$ cat config.mk
export PLATFORM = sky130hd
export DESIGN_NAME = ascon_cmd_sequencer_flat
export DESIGN_NICKNAME = d
export VERILOG_FILES = /design/src/rtl/ascon_cmd_sequencer_pkg.sv /design/src/rtl/ascon_cmd_sequencer_if.sv /design/src/rtl/ascon_seq_stats.sv /design/src/rtl/ascon_cmd_sequencer.sv /design/src/flat_wrapper.sv
export SDC_FILE = /design/constraint.sdc
export NUM_CORES = 1
export LEC_CHECK = 0
export ABC_AREA = 1
export CAP_MARGIN = 15
export CORE_MARGIN = 5
export CORE_UTILIZATION = 46
export DETAILED_ROUTE_END_ITERATION = 10
export HOLD_SLACK_MARGIN = 0.08
export PLACE_DENSITY = 0.88
export SLEW_MARGIN = 10
export SYNTH_ARGS = -nofsm -noshare
export SYNTH_HDL_FRONTEND = slang
export SYNTH_SLANG_ARGS = --single-unit
$ cat constraint.sdc
create_clock -name clk -period 4.5 [get_ports clk]
set_input_delay 1.35 -clock clk [delete_from_list [all_inputs] [get_ports clk]]
set_output_delay 1.35 -clock clk [all_outputs]
set_load 0.01 [all_outputs]
$ cat src/rtl/ascon_cmd_sequencer_pkg.sv
// Shared Ascon sequencer definitions: opcodes, data types, widths, states.
// Used by ascon_cmd_sequencer (optional stats via ASCON_SEQ_STATS_EN).
package ascon_cmd_sequencer_pkg;

  localparam int CCW  = 32;
  localparam int CCSW = 32;

  localparam logic [3:0] OP_NOP      = 4'h0;
  localparam logic [3:0] OP_LD_KEY   = 4'h1;
  localparam logic [3:0] OP_LD_NONCE = 4'h2;
  localparam logic [3:0] OP_LD_AD    = 4'h3;
  localparam logic [3:0] OP_LD_PT    = 4'h4;
  localparam logic [3:0] OP_LD_CT    = 4'h5;
  localparam logic [3:0] OP_LD_TAG   = 4'h6;
  localparam logic [3:0] OP_DO_ENC   = 4'h7;
  localparam logic [3:0] OP_DO_DEC   = 4'h8;
  localparam logic [3:0] OP_DO_HASH  = 4'h9;

  localparam logic [3:0] D_NULL  = 4'h0;
  localparam logic [3:0] D_NONCE = 4'h1;
  localparam logic [3:0] D_AD    = 4'h2;
  localparam logic [3:0] D_PTCT  = 4'h3;
  localparam logic [3:0] D_TAG   = 4'h4;
  localparam logic [3:0] D_HASH  = 4'h5;

  typedef logic [1:0] seq_state_t;

  localparam seq_state_t ST_IDLE      = 2'd0;
  localparam seq_state_t ST_KEY       = 2'd1;
  localparam seq_state_t ST_BDI       = 2'd2;
  localparam seq_state_t ST_WAIT_AUTH = 2'd3;

  function automatic logic [3:0] op2bdi_type(input logic [3:0] op);
    logic [3:0] t;
    unique case (op)
      OP_LD_NONCE:         t = D_NONCE;
      OP_LD_AD:            t = D_AD;
      OP_LD_PT, OP_LD_CT:  t = D_PTCT;
      OP_LD_TAG:           t = D_TAG;
      default:             t = D_NULL;
    endcase
    return t;
  endfunction

  function automatic logic is_bdi_op(input logic [3:0] op);
    return (op == OP_LD_NONCE) || (op == OP_LD_AD) ||
           (op == OP_LD_PT) || (op == OP_LD_CT) ||
           (op == OP_LD_TAG);
  endfunction

endpackage

$ cat src/rtl/ascon_cmd_sequencer_if.sv
// Command stream, core key/bdi/bdo/auth and mode/status signals.
// Shared by ascon_cmd_sequencer (slave) and its driver (master).
interface ascon_cmd_sequencer_if;
  import ascon_cmd_sequencer_pkg::*;

  logic [31:0]     cmd_data;
  logic            cmd_is_ins;
  logic            cmd_valid;
  logic            cmd_ready;
  logic [CCSW-1:0] key;
  logic            key_valid;
  logic            key_ready;
  logic [CCW-1:0]  bdi;
  logic            bdi_valid;
  logic            bdi_ready;
  logic [3:0]      bdi_type;
  logic            bdi_eot;
  logic            bdi_eoi;
  logic            decrypt;
  logic            hash;
  logic            bdo_valid;
  logic [3:0]      bdo_type;
  logic            bdo_ready;
  logic            auth_valid;
  logic            auth_ready;
  logic            proto_err;

  modport slave (
    input  cmd_data, cmd_is_ins, cmd_valid,
    input  key_ready, bdi_ready,
    input  bdo_valid, bdo_type, auth_valid,
    output cmd_ready, key, key_valid,
    output bdi, bdi_valid, bdi_type,
    output bdi_eot, bdi_eoi,
    output decrypt, hash,
    output bdo_ready, auth_ready, proto_err
  );

  modport master (
    output cmd_data, cmd_is_ins, cmd_valid,
    output key_ready, bdi_ready,
    output bdo_valid, bdo_type, auth_valid,
    input  cmd_ready, key, key_valid,
    input  bdi, bdi_valid, bdi_type,
    input  bdi_eot, bdi_eoi,
    input  decrypt, hash,
    input  bdo_ready, auth_ready, proto_err
  );

endinterface

$ cat src/rtl/ascon_seq_stats.sv
// Wrapping handshake counters for the sequencer.
// Instantiated only when ASCON_SEQ_STATS_EN is defined.
module ascon_seq_stats (
  input  logic        clk,
  input  logic        rst,
  input  logic        ins_hs_i,
  input  logic        dat_hs_i,
  output logic [15:0] stat_ins_o,
  output logic [15:0] stat_dat_o
);

  logic [15:0] ins_q, ins_d;
  logic [15:0] dat_q, dat_d;

  // next counts, wrapping naturally
  always_comb begin
    ins_d = ins_q + {15'd0, ins_hs_i};
    dat_d = dat_q + {15'd0, dat_hs_i};
  end

  // counter registers
  always_ff @(posedge clk or posedge rst) begin
    if (rst) begin
      ins_q <= '0;
      dat_q <= '0;
    end else begin
      ins_q <= ins_d;
      dat_q <= dat_d;
    end
  end

  assign stat_ins_o = ins_q;
  assign stat_dat_o = dat_q;

endmodule

$ cat src/rtl/ascon_cmd_sequencer.sv
// INS/DAT command stream to ascon_core key/bdi front end.
// Define ASCON_SEQ_STATS_EN to add stat_ins/stat_dat counters.
module ascon_cmd_sequencer
  import ascon_cmd_sequencer_pkg::*;
#(
  parameter int LEN_W = 24,
  parameter int CNT_W = 22
) (
  input  logic        clk,
  input  logic        rst,
`ifdef ASCON_SEQ_STATS_EN
  output logic [15:0] stat_ins,
  output logic [15:0] stat_dat,
`endif
  ascon_cmd_sequencer_if.slave bus
);

  seq_state_t       state_q, state_d;
  logic [CNT_W-1:0] cnt_q, cnt_d;
  logic [CNT_W-1:0] cnt_ld, cnt_dec;
  logic [LEN_W:0]   len_p3;
  logic [3:0]       op_q, op_d;
  logic             eoi_q, eoi_d;
  logic             dec_q, dec_d;
  logic             hash_q, hash_d;
  logic             perr_q, perr_d;
  logic             cmd_rdy;
  logic             hs;
  logic [3:0]       ins_op;

  assign ins_op  = bus.cmd_data[31:28];
  assign len_p3  = {1'b0, bus.cmd_data[LEN_W-1:0]}
                 + (LEN_W+1)'(3);
  assign cnt_ld  = CNT_W'(len_p3 >> 2);
  assign cnt_dec = (cnt_q == '0) ? '0 : cnt_q - 1'b1;
  assign hs      = bus.cmd_valid & cmd_rdy;

  // pass-through datapath and handshake outputs, all low in reset
  always_comb begin
    cmd_rdy       = 1'b0;
    bus.key       = '0;
    bus.key_valid = 1'b0;
    bus.bdi       = '0;
    bus.bdi_valid = 1'b0;
    bus.bdi_type  = D_NULL;
    bus.bdi_eot   = 1'b0;
    bus.bdi_eoi   = 1'b0;
    bus.auth_ready = 1'b0;
    bus.bdo_ready = 1'b0;
    if (!rst) begin
      bus.bdo_ready = bus.bdo_valid &&
        (bus.bdo_type == D_TAG || bus.bdo_type == D_HASH);
      unique case (state_q)
        ST_IDLE: cmd_rdy = 1'b1;
        ST_KEY: begin
          bus.key       = bus.cmd_data;
          bus.key_valid = bus.cmd_valid & ~bus.cmd_is_ins;
          cmd_rdy       = bus.key_ready & ~bus.cmd_is_ins;
        end
        ST_BDI: begin
          bus.bdi       = bus.cmd_data;
          bus.bdi_valid = bus.cmd_valid & ~bus.cmd_is_ins;
          cmd_rdy       = bus.bdi_ready & ~bus.cmd_is_ins;
          bus.bdi_type  = op2bdi_type(op_q);
          bus.bdi_eot   = (cnt_q == CNT_W'(1));
          bus.bdi_eoi   = (cnt_q == CNT_W'(1)) & eoi_q;
          if (op_q == OP_LD_PT || op_q == OP_LD_CT)
            bus.bdo_ready = 1'b1;
        end
        ST_WAIT_AUTH: bus.auth_ready = 1'b1;
        default: ;
      endcase
    end
  end

  assign bus.cmd_ready = cmd_rdy;
  assign bus.decrypt   = dec_q;
  assign bus.hash      = hash_q;
  assign bus.proto_err = perr_q;

  // instruction decode, word counting and state transitions
  always_comb begin
    state_d = state_q;
    cnt_d   = cnt_q;
    op_d    = op_q;
    eoi_d   = eoi_q;
    dec_d   = dec_q;
    hash_d  = hash_q;
    perr_d  = perr_q;
    unique case (state_q)
      ST_IDLE: begin
        if (hs && !bus.cmd_is_ins) begin
          perr_d = 1'b1;
        end else if (hs) begin
          op_d  = ins_op;
          eoi_d = bus.cmd_data[24];
          cnt_d = cnt_ld;
          unique case (1'b1)
            (ins_op == OP_DO_ENC): begin
              dec_d  = 1'b0;
              hash_d = 1'b0;
            end
            (ins_op == OP_DO_DEC): begin
              dec_d  = 1'b1;
              hash_d = 1'b0;
            end
            (ins_op == OP_DO_HASH): begin
              dec_d  = 1'b0;
              hash_d = 1'b1;
            end
            (ins_op == OP_LD_KEY): begin
              if (cnt_ld != '0) state_d = ST_KEY;
            end
            is_bdi_op(ins_op): begin
              if (cnt_ld != '0) state_d = ST_BDI;
            end
            default: ;
          endcase
        end
      end
      ST_KEY, ST_BDI: begin
        if (bus.cmd_valid && bus.cmd_is_ins)
          perr_d = 1'b1;
        if (hs) begin
          cnt_d = cnt_dec;
          if (cnt_q <= CNT_W'(1))
            state_d = (state_q == ST_BDI &&
                       op_q == OP_LD_TAG) ?
                      ST_WAIT_AUTH : ST_IDLE;
        end
      end
      ST_WAIT_AUTH: begin
        if (bus.auth_valid) state_d = ST_IDLE;
      end
      default: state_d = ST_IDLE;
    endcase
  end

  // state registers
  always_ff @(posedge clk or posedge rst) begin
    if (rst) begin
      state_q <= ST_IDLE;
      cnt_q   <= '0;
      op_q    <= OP_NOP;
      eoi_q   <= 1'b0;
      dec_q   <= 1'b0;
      hash_q  <= 1'b0;
      perr_q  <= 1'b0;
    end else begin
      state_q <= state_d;
      cnt_q   <= cnt_d;
      op_q    <= op_d;
      eoi_q   <= eoi_d;
      dec_q   <= dec_d;
      hash_q  <= hash_d;
      perr_q  <= perr_d;
    end
  end

`ifdef ASCON_SEQ_STATS_EN
  logic ins_hs, dat_hs;
  assign ins_hs = hs & bus.cmd_is_ins;
  assign dat_hs = hs & ~bus.cmd_is_ins &
                  (state_q != ST_IDLE);

  ascon_seq_stats u_stats (
    .clk        (clk),
    .rst        (rst),
    .ins_hs_i   (ins_hs),
    .dat_hs_i   (dat_hs),
    .stat_ins_o (stat_ins),
    .stat_dat_o (stat_dat)
  );
`endif

endmodule

$ cat src/flat_wrapper.sv
// flat-port wrapper written by rule: the top's interface ports become plain ports
module ascon_cmd_sequencer_flat import ascon_cmd_sequencer_pkg::*;
#(
  parameter int LEN_W = 24,
  parameter int CNT_W = 22
)
  (clk, rst, bus_cmd_data, bus_cmd_is_ins, bus_cmd_valid, bus_key_ready, bus_bdi_ready, bus_bdo_valid, bus_bdo_type, bus_auth_valid, bus_cmd_ready, bus_key, bus_key_valid, bus_bdi, bus_bdi_valid, bus_bdi_type, bus_bdi_eot, bus_bdi_eoi, bus_decrypt, bus_hash, bus_bdo_ready, bus_auth_ready, bus_proto_err);
  ascon_cmd_sequencer_if bus_i ();
  input  logic clk;
  input  logic rst;
  input wire logic [$bits(bus_i.cmd_data)-1:0] bus_cmd_data;
  input wire logic [$bits(bus_i.cmd_is_ins)-1:0] bus_cmd_is_ins;
  input wire logic [$bits(bus_i.cmd_valid)-1:0] bus_cmd_valid;
  input wire logic [$bits(bus_i.key_ready)-1:0] bus_key_ready;
  input wire logic [$bits(bus_i.bdi_ready)-1:0] bus_bdi_ready;
  input wire logic [$bits(bus_i.bdo_valid)-1:0] bus_bdo_valid;
  input wire logic [$bits(bus_i.bdo_type)-1:0] bus_bdo_type;
  input wire logic [$bits(bus_i.auth_valid)-1:0] bus_auth_valid;
  output wire logic [$bits(bus_i.cmd_ready)-1:0] bus_cmd_ready;
  output wire logic [$bits(bus_i.key)-1:0] bus_key;
  output wire logic [$bits(bus_i.key_valid)-1:0] bus_key_valid;
  output wire logic [$bits(bus_i.bdi)-1:0] bus_bdi;
  output wire logic [$bits(bus_i.bdi_valid)-1:0] bus_bdi_valid;
  output wire logic [$bits(bus_i.bdi_type)-1:0] bus_bdi_type;
  output wire logic [$bits(bus_i.bdi_eot)-1:0] bus_bdi_eot;
  output wire logic [$bits(bus_i.bdi_eoi)-1:0] bus_bdi_eoi;
  output wire logic [$bits(bus_i.decrypt)-1:0] bus_decrypt;
  output wire logic [$bits(bus_i.hash)-1:0] bus_hash;
  output wire logic [$bits(bus_i.bdo_ready)-1:0] bus_bdo_ready;
  output wire logic [$bits(bus_i.auth_ready)-1:0] bus_auth_ready;
  output wire logic [$bits(bus_i.proto_err)-1:0] bus_proto_err;
  assign bus_i.cmd_data = bus_cmd_data;
  assign bus_i.cmd_is_ins = bus_cmd_is_ins;
  assign bus_i.cmd_valid = bus_cmd_valid;
  assign bus_i.key_ready = bus_key_ready;
  assign bus_i.bdi_ready = bus_bdi_ready;
  assign bus_i.bdo_valid = bus_bdo_valid;
  assign bus_i.bdo_type = bus_bdo_type;
  assign bus_i.auth_valid = bus_auth_valid;
  assign bus_cmd_ready = bus_i.cmd_ready;
  assign bus_key = bus_i.key;
  assign bus_key_valid = bus_i.key_valid;
  assign bus_bdi = bus_i.bdi;
  assign bus_bdi_valid = bus_i.bdi_valid;
  assign bus_bdi_type = bus_i.bdi_type;
  assign bus_bdi_eot = bus_i.bdi_eot;
  assign bus_bdi_eoi = bus_i.bdi_eoi;
  assign bus_decrypt = bus_i.decrypt;
  assign bus_hash = bus_i.hash;
  assign bus_bdo_ready = bus_i.bdo_ready;
  assign bus_auth_ready = bus_i.auth_ready;
  assign bus_proto_err = bus_i.proto_err;
  ascon_cmd_sequencer #(.LEN_W(LEN_W), .CNT_W(CNT_W)) u_core (.clk(clk), .rst(rst), .bus(bus_i));
endmodule
Word-level counts from Yosys, hierarchy flattened
Cells that the tools add are included.

storage, ports and cells
  input bits = 44
  register bits = 32
  output and inout port bits = 78
  logic and storage cells = 116

cells by class
  $lt $le $gt $ge = 1
  mux-type cells = 42
  equality and inequality tests = 30
  bitwise gates (word level) = 7
  reduce and logical (&&, ||, !) cells = 27
  $add $sub $neg = 2

operators with widths
  kind                                                   count
  2-to-1 mux 32 bit                                      4
  2-to-1 mux 22 bit                                      4
  one-hot mux 22 bit (2 select lines)                    1
  equality test 4 x 3 -> 1 bit (second input constant)   9
  adder 24 x 2 -> 24 bit (second input constant)         1
  equality test 22 x 1 -> 1 bit (second input constant)  1
  <= comparator 22 x 1 -> 1 bit (second input constant)  1
  logical NOT 22 bit                                     1
  nonzero test 22 bit                                    1
  subtractor 22 x 1 -> 22 bit (second input constant)    1
  equality test 4 x 2 -> 1 bit (second input constant)   4
  2-to-1 mux 1 bit                                       16
  2-to-1 mux 2 bit                                       8
  one-hot mux 3 bit (4 select lines)                     1
  AND reduction 4 bit                                    3
  != test 2 x 1 -> 1 bit (second input constant)         5
  equality test 4 bit (second input constant)            2
  2-to-1 mux 4 bit                                       2
  AND reduction 8 bit                                    1
  OR reduction 2 bit                                     4
  logical OR 1 bit                                       6
  one-hot mux 1 bit (2 select lines)                     3
  one-hot mux 2 bit (3 select lines)                     1
  AND reduction 3 bit                                    2
  other kinds (15)                                       27

Logic depth before layout (Yosys ltp)
Gate-level depths: netlist (run 1).

  depth in word-level cells = 9
  mapped depth = 16
  gate-level depth less buffers = 16

Worst setup path after synthesis (run 1)
No wires, ideal clock.

  kind = input port to output port
  start = input port rst
  end = output port bus_key[10]
  data arrival time = 2.740 ns
  data required time = 3.150 ns
  setup slack = 0.410 ns
  cell stages on the path = 4
  buffers on the path = 1
  cell sequence = inv_1 nand2_1 clkbuf_1 nor2_1

on the way
  cells in the longest elaborated chain, start to end = 1

ends and longest elaborated chain
  item               line                       RTL
  start, declared    flat_wrapper.sv:10         input logic rst;
  2-to-1 mux 32 bit  ascon_cmd_sequencer.sv:50  if (!rst) begin
  end, declared      flat_wrapper.sv:20         output wire logic [$bits(bus_i.key)-1:0] bus_key;

No other way between the ends.

Final worst setup path (run 1)
  start = input port rst
  end = output port bus_key[14]

The elaborated chain is that of the path after synthesis.

==> summary.md, run 1 <==
| Metric | Value |
|---|---|
| Status | `finished, final reports clean` |
| Avg WL per Cell | `13.6 um` |
| ANT nets after route | `0` |
| Comb power frac | `a little under three fifths` |
| Final period utilization | `between 90% and 100%` |
| Avg Inst Size Synth | `5.64 sq um` |
| Cells after synthesis | `589` |
| Fmax | `about 230 MHz` |
| First-pass GRT wire length | `roughly 18,000 um` |
| Clk_lat worst skew | `0.30 ns` |
| Final WL | `10,900 um` |
| Fin crit period | `approximately 4.3 ns` |
| Clock sinks | `32` |
| Final Util | `66.7%` |
| Setup Buffers After CTS | `0` |
| GP Congestion | `0.904` |
| Max-Cap Viols | `0` |
| Clock power frac | `15.1%` |
| Total number of vias | `4,162` |
| Largest net degree at the start of global routing | `34` |
| Root Driver | `clkbuf_8` |
| Initial Util | `46.5%` |
| Async SR Flop Fraction | `100%` |
| Most area-consuming cells after synthesis | `dfrtp_1 24%, nand2_1 18%, nor2_1 15%` |
| Hold Vio Cnt, Final | `0` |
| Gr ovfl total | `0` |
| Largest area contributor in the netlist | `dfrtp_1` |
| Crit Path Max Fanout | `33` |
| Post-DP HPWL | `8640 um` |
| Netlist Area Pre-Place | `3320 sq um` |
| Pre-Repair DR Iteration Count | `5` |
| FF+latch count, synth | `32` |
| Hold Crit Class | `reg -> reg` |
| Core area | `7140 sq um` |
| Ys Warns | `0` |
| Internal | `0.00101 W` |
| Syn Nets | `641` |
| P_sw | `between 0.0008 and 0.0009 W` |
| Non-filler cells in the finished layout | `807` |
| Vias per cell | `5.16` |
| Area of the die | `around 9000 sq um` |
| Synth top area share | `24.1%` |
| Clock skew | `between 0.008 and 0.009 ns` |
| DP Cell Count | `799` |
| I/O pin total | `122` |
| Clock tree buffer depth | `2` |
| CP startpoint kind | `input pin` |
| Tot GR Track Use | `25.3%` |
| Setup-failing EPs final | `0` |
| Syn-to-layout area delta | `43.3%` |
| Die width | `95.0 um` |
| Vias in the first global route | `4,074` |
| Hold-fix buffers, CTS | `0` |
| Worst vdd ir | `between 0.2 and 0.3 mV` |
| Setup TNS | `0 ns` |
| Register area share after synthesis | `between 20% and 30%` |
| Worst endpoint data arrival time | `2.95 ns` |
| CP Capture Type | `primary output` |
| Switching share of total power | `a little under half` |
| CTS Buf Count | `5` |
| Initial antenna violation count | `0` |
| Die Ht | `approximately 95 um` |
| Layout cells sized above 1 | `6.07%` |
| Final net count | `759` |
| Worst slew pin tran | `0.706 ns` |
| Seq pwr share | `between 20% and 30%` |
| Final hold slack | `0.498 ns` |
| RSZ-0062 raised after global routing | `no` |
| PD cells | `398 nW/um^2` |
| FP Rows | `31` |
| Worst-path clk slew | `0.07 ns` |
| I/O Buffers | `119` |
| Final Slew Violations | `0` |
| Drt drc | `0` |
| H-tree levels | `2` |
| Most used flip-flop cell after synthesis | `dfrtp_1` |
| Static Leak | `2.27 nW` |
| Worst endpoint required time | `3.15 ns` |
| Ant diodes | `0` |
| Worst setup path category | `in -> out` |
| Rel. slew slack | `around 53%` |
| CTS tree | `done` |
| Netlist cell types | `33` |
| EDFF count, synth | `0` |
| DRT iter0 DRCs | `216` |
## cell type report
| class | instances | area, sq um |
|---|---|---|
| fillers | 648 | 2380 |
| multi-input cells | 459 | 2150 |
| repair buffers | 125 | 1260 |
| flip-flops and latches | 32 | 801 |
| inverters | 84 | 315 |
| well taps | 99 | 124 |
| clock buffers | 5 | 68.8 |
| clock inverters | 3 | 42.5 |
## power by group through the flow
| stage | clock, W | combinational [W] | sequential [W] |
|---|---|---|---|
| after global routing | 0.000297 | 0.00121 | 0.000552 |
| after floorplan | 0 | 0.000692 | 0.000510 |
| after CTS | 0.000286 | 0.00107 | 0.000533 |
| after global placement | 0 | 0.00101 | 0.000528 |
| after detailed placement | 0 | 0.00106 | 0.000538 |
| final | 0.000287 | 0.00107 | 0.000537 |
## registers in the layout, summed over array words and instances, names as in the netlist
name and cells:
u_core.op_q 4, u_core.eoi_q 1, u_core.bus.proto_err 1, u_core.bus.decrypt 1, u_core.cnt_q 22, u_core.bus.hash 1, u_core.state_q 2
## kinds of logic after synthesis
family / share of synthesized area [%]
flip-flops: 24.1
XOR/XNOR: 3.95
buffers and inverters: 11.2
AND/OR/NAND/NOR: 46.5
AO/OA/AOI/OAI: 11.1
adder cells (fa/ha/maj): 3.01
other: 0.113
## synthesized netlist by cell type (2+ instances only)
cell type,instances
a21oi_1,19
nand2_2,10
nor2_4,5
inv_2,5
xor2_1,14
clkbuf_1,12
inv_1,78
nor3_1,7
o21ai_1,4
nand2_1,156
nand4_1,3
dfrtp_1,32
nor4_1,2
ha_1,8
nor2_1,134
o22ai_1,4
nor2_2,4
nand3_1,40
o21ai_0,32
a22oi_1,6
or2_2,2
## repair_timing
item                                    in CTS  in global routing
endpoints found under the setup margin       0                  7
gates resized for setup                      0                  1
hold endpoints to repair                     0                  0
## per-layer routing
layer / GRT usage, % / vias up / routed length (um)
li1: - / 2072 / -
met1: 30.1 / 1888 / 4460
met2: 46.2 / 181 / 5510
met3: 4.30 / 21 / 772
met4: 7.33 / 0 / 192
met5: 0 / - / 0
## layout by cell type (no fill, tap or decap), types with 6 or more instances in the layout
cell	synthesis	final
inv_2	5	6
nand2_2	10	10
ha_1	8	8
clkdlybuf4s50_1	0	119
nor3_1	7	7
a22oi_1	6	6
nor2_1	134	134
xor2_1	14	14
o21ai_0	32	32
nand3_1	40	40
a21oi_1	19	19
nand2_1	156	156
dfrtp_1	32	32
inv_1	78	78
## worst paths after layout
check,start,endpoint,slack [ns],cells after the start
worst max-delay path,rst,bus_key[14],0.20,7
worst min-delay path,u_core.bus.proto_err$_DFFE_PP0P_,u_core.bus.proto_err$_DFFE_PP0P_,0.50,1
worst max register to register,u_core.state_q[0]$_DFFE_PP0P_,u_core.cnt_q[8]$_DFFE_PP0P_,1.88,10
worst min register to register,u_core.bus.proto_err$_DFFE_PP0P_,u_core.bus.proto_err$_DFFE_PP0P_,0.50,1
max in group asynchronous,rst,u_core.cnt_q[14]$_DFFE_PP0P_,2.52,4
min in group asynchronous,rst,u_core.cnt_q[21]$_DFFE_PP0P_,1.67,4
## critical path, cell delays in order
cell and delay, ns:
clkdlybuf4s50_1 0.43, buf_4 0.16, inv_1 0.07, nand2_1 0.08, buf_12 0.17, nor2_1 0.12, clkdlybuf4s50_1 0.56
## stage by stage
stage / total power (W) / setup slack (ns) / instance area (sq um)
finish: 0.00189 / 0.201 / 4760
global route: 0.00206 / 0.120 / 4760
CTS: 0.00188 / 0.107 / 4760
detailed placement: 0.00159 / 0.132 / 4650
global placement: 0.00154 / 0.170 / 4650
floorplan: 0.00120 / 0.410 / 3320
No activity file was read; power rests on OpenSTA's default activity.
==> inputs of run 2 (changes only) <==
--- a/config.mk
+++ b/config.mk
@@ -6,6 +6,7 @@
 export NUM_CORES = 1
 export LEC_CHECK = 0
 export ABC_AREA = 1
+export ABC_CLOCK_PERIOD_IN_PS = 4500
 export CAP_MARGIN = 15
 export CORE_MARGIN = 5
 export CORE_UTILIZATION = 46
==> results of run 2 <==
Final layout, timing and power as in run 1 (identical DEF).
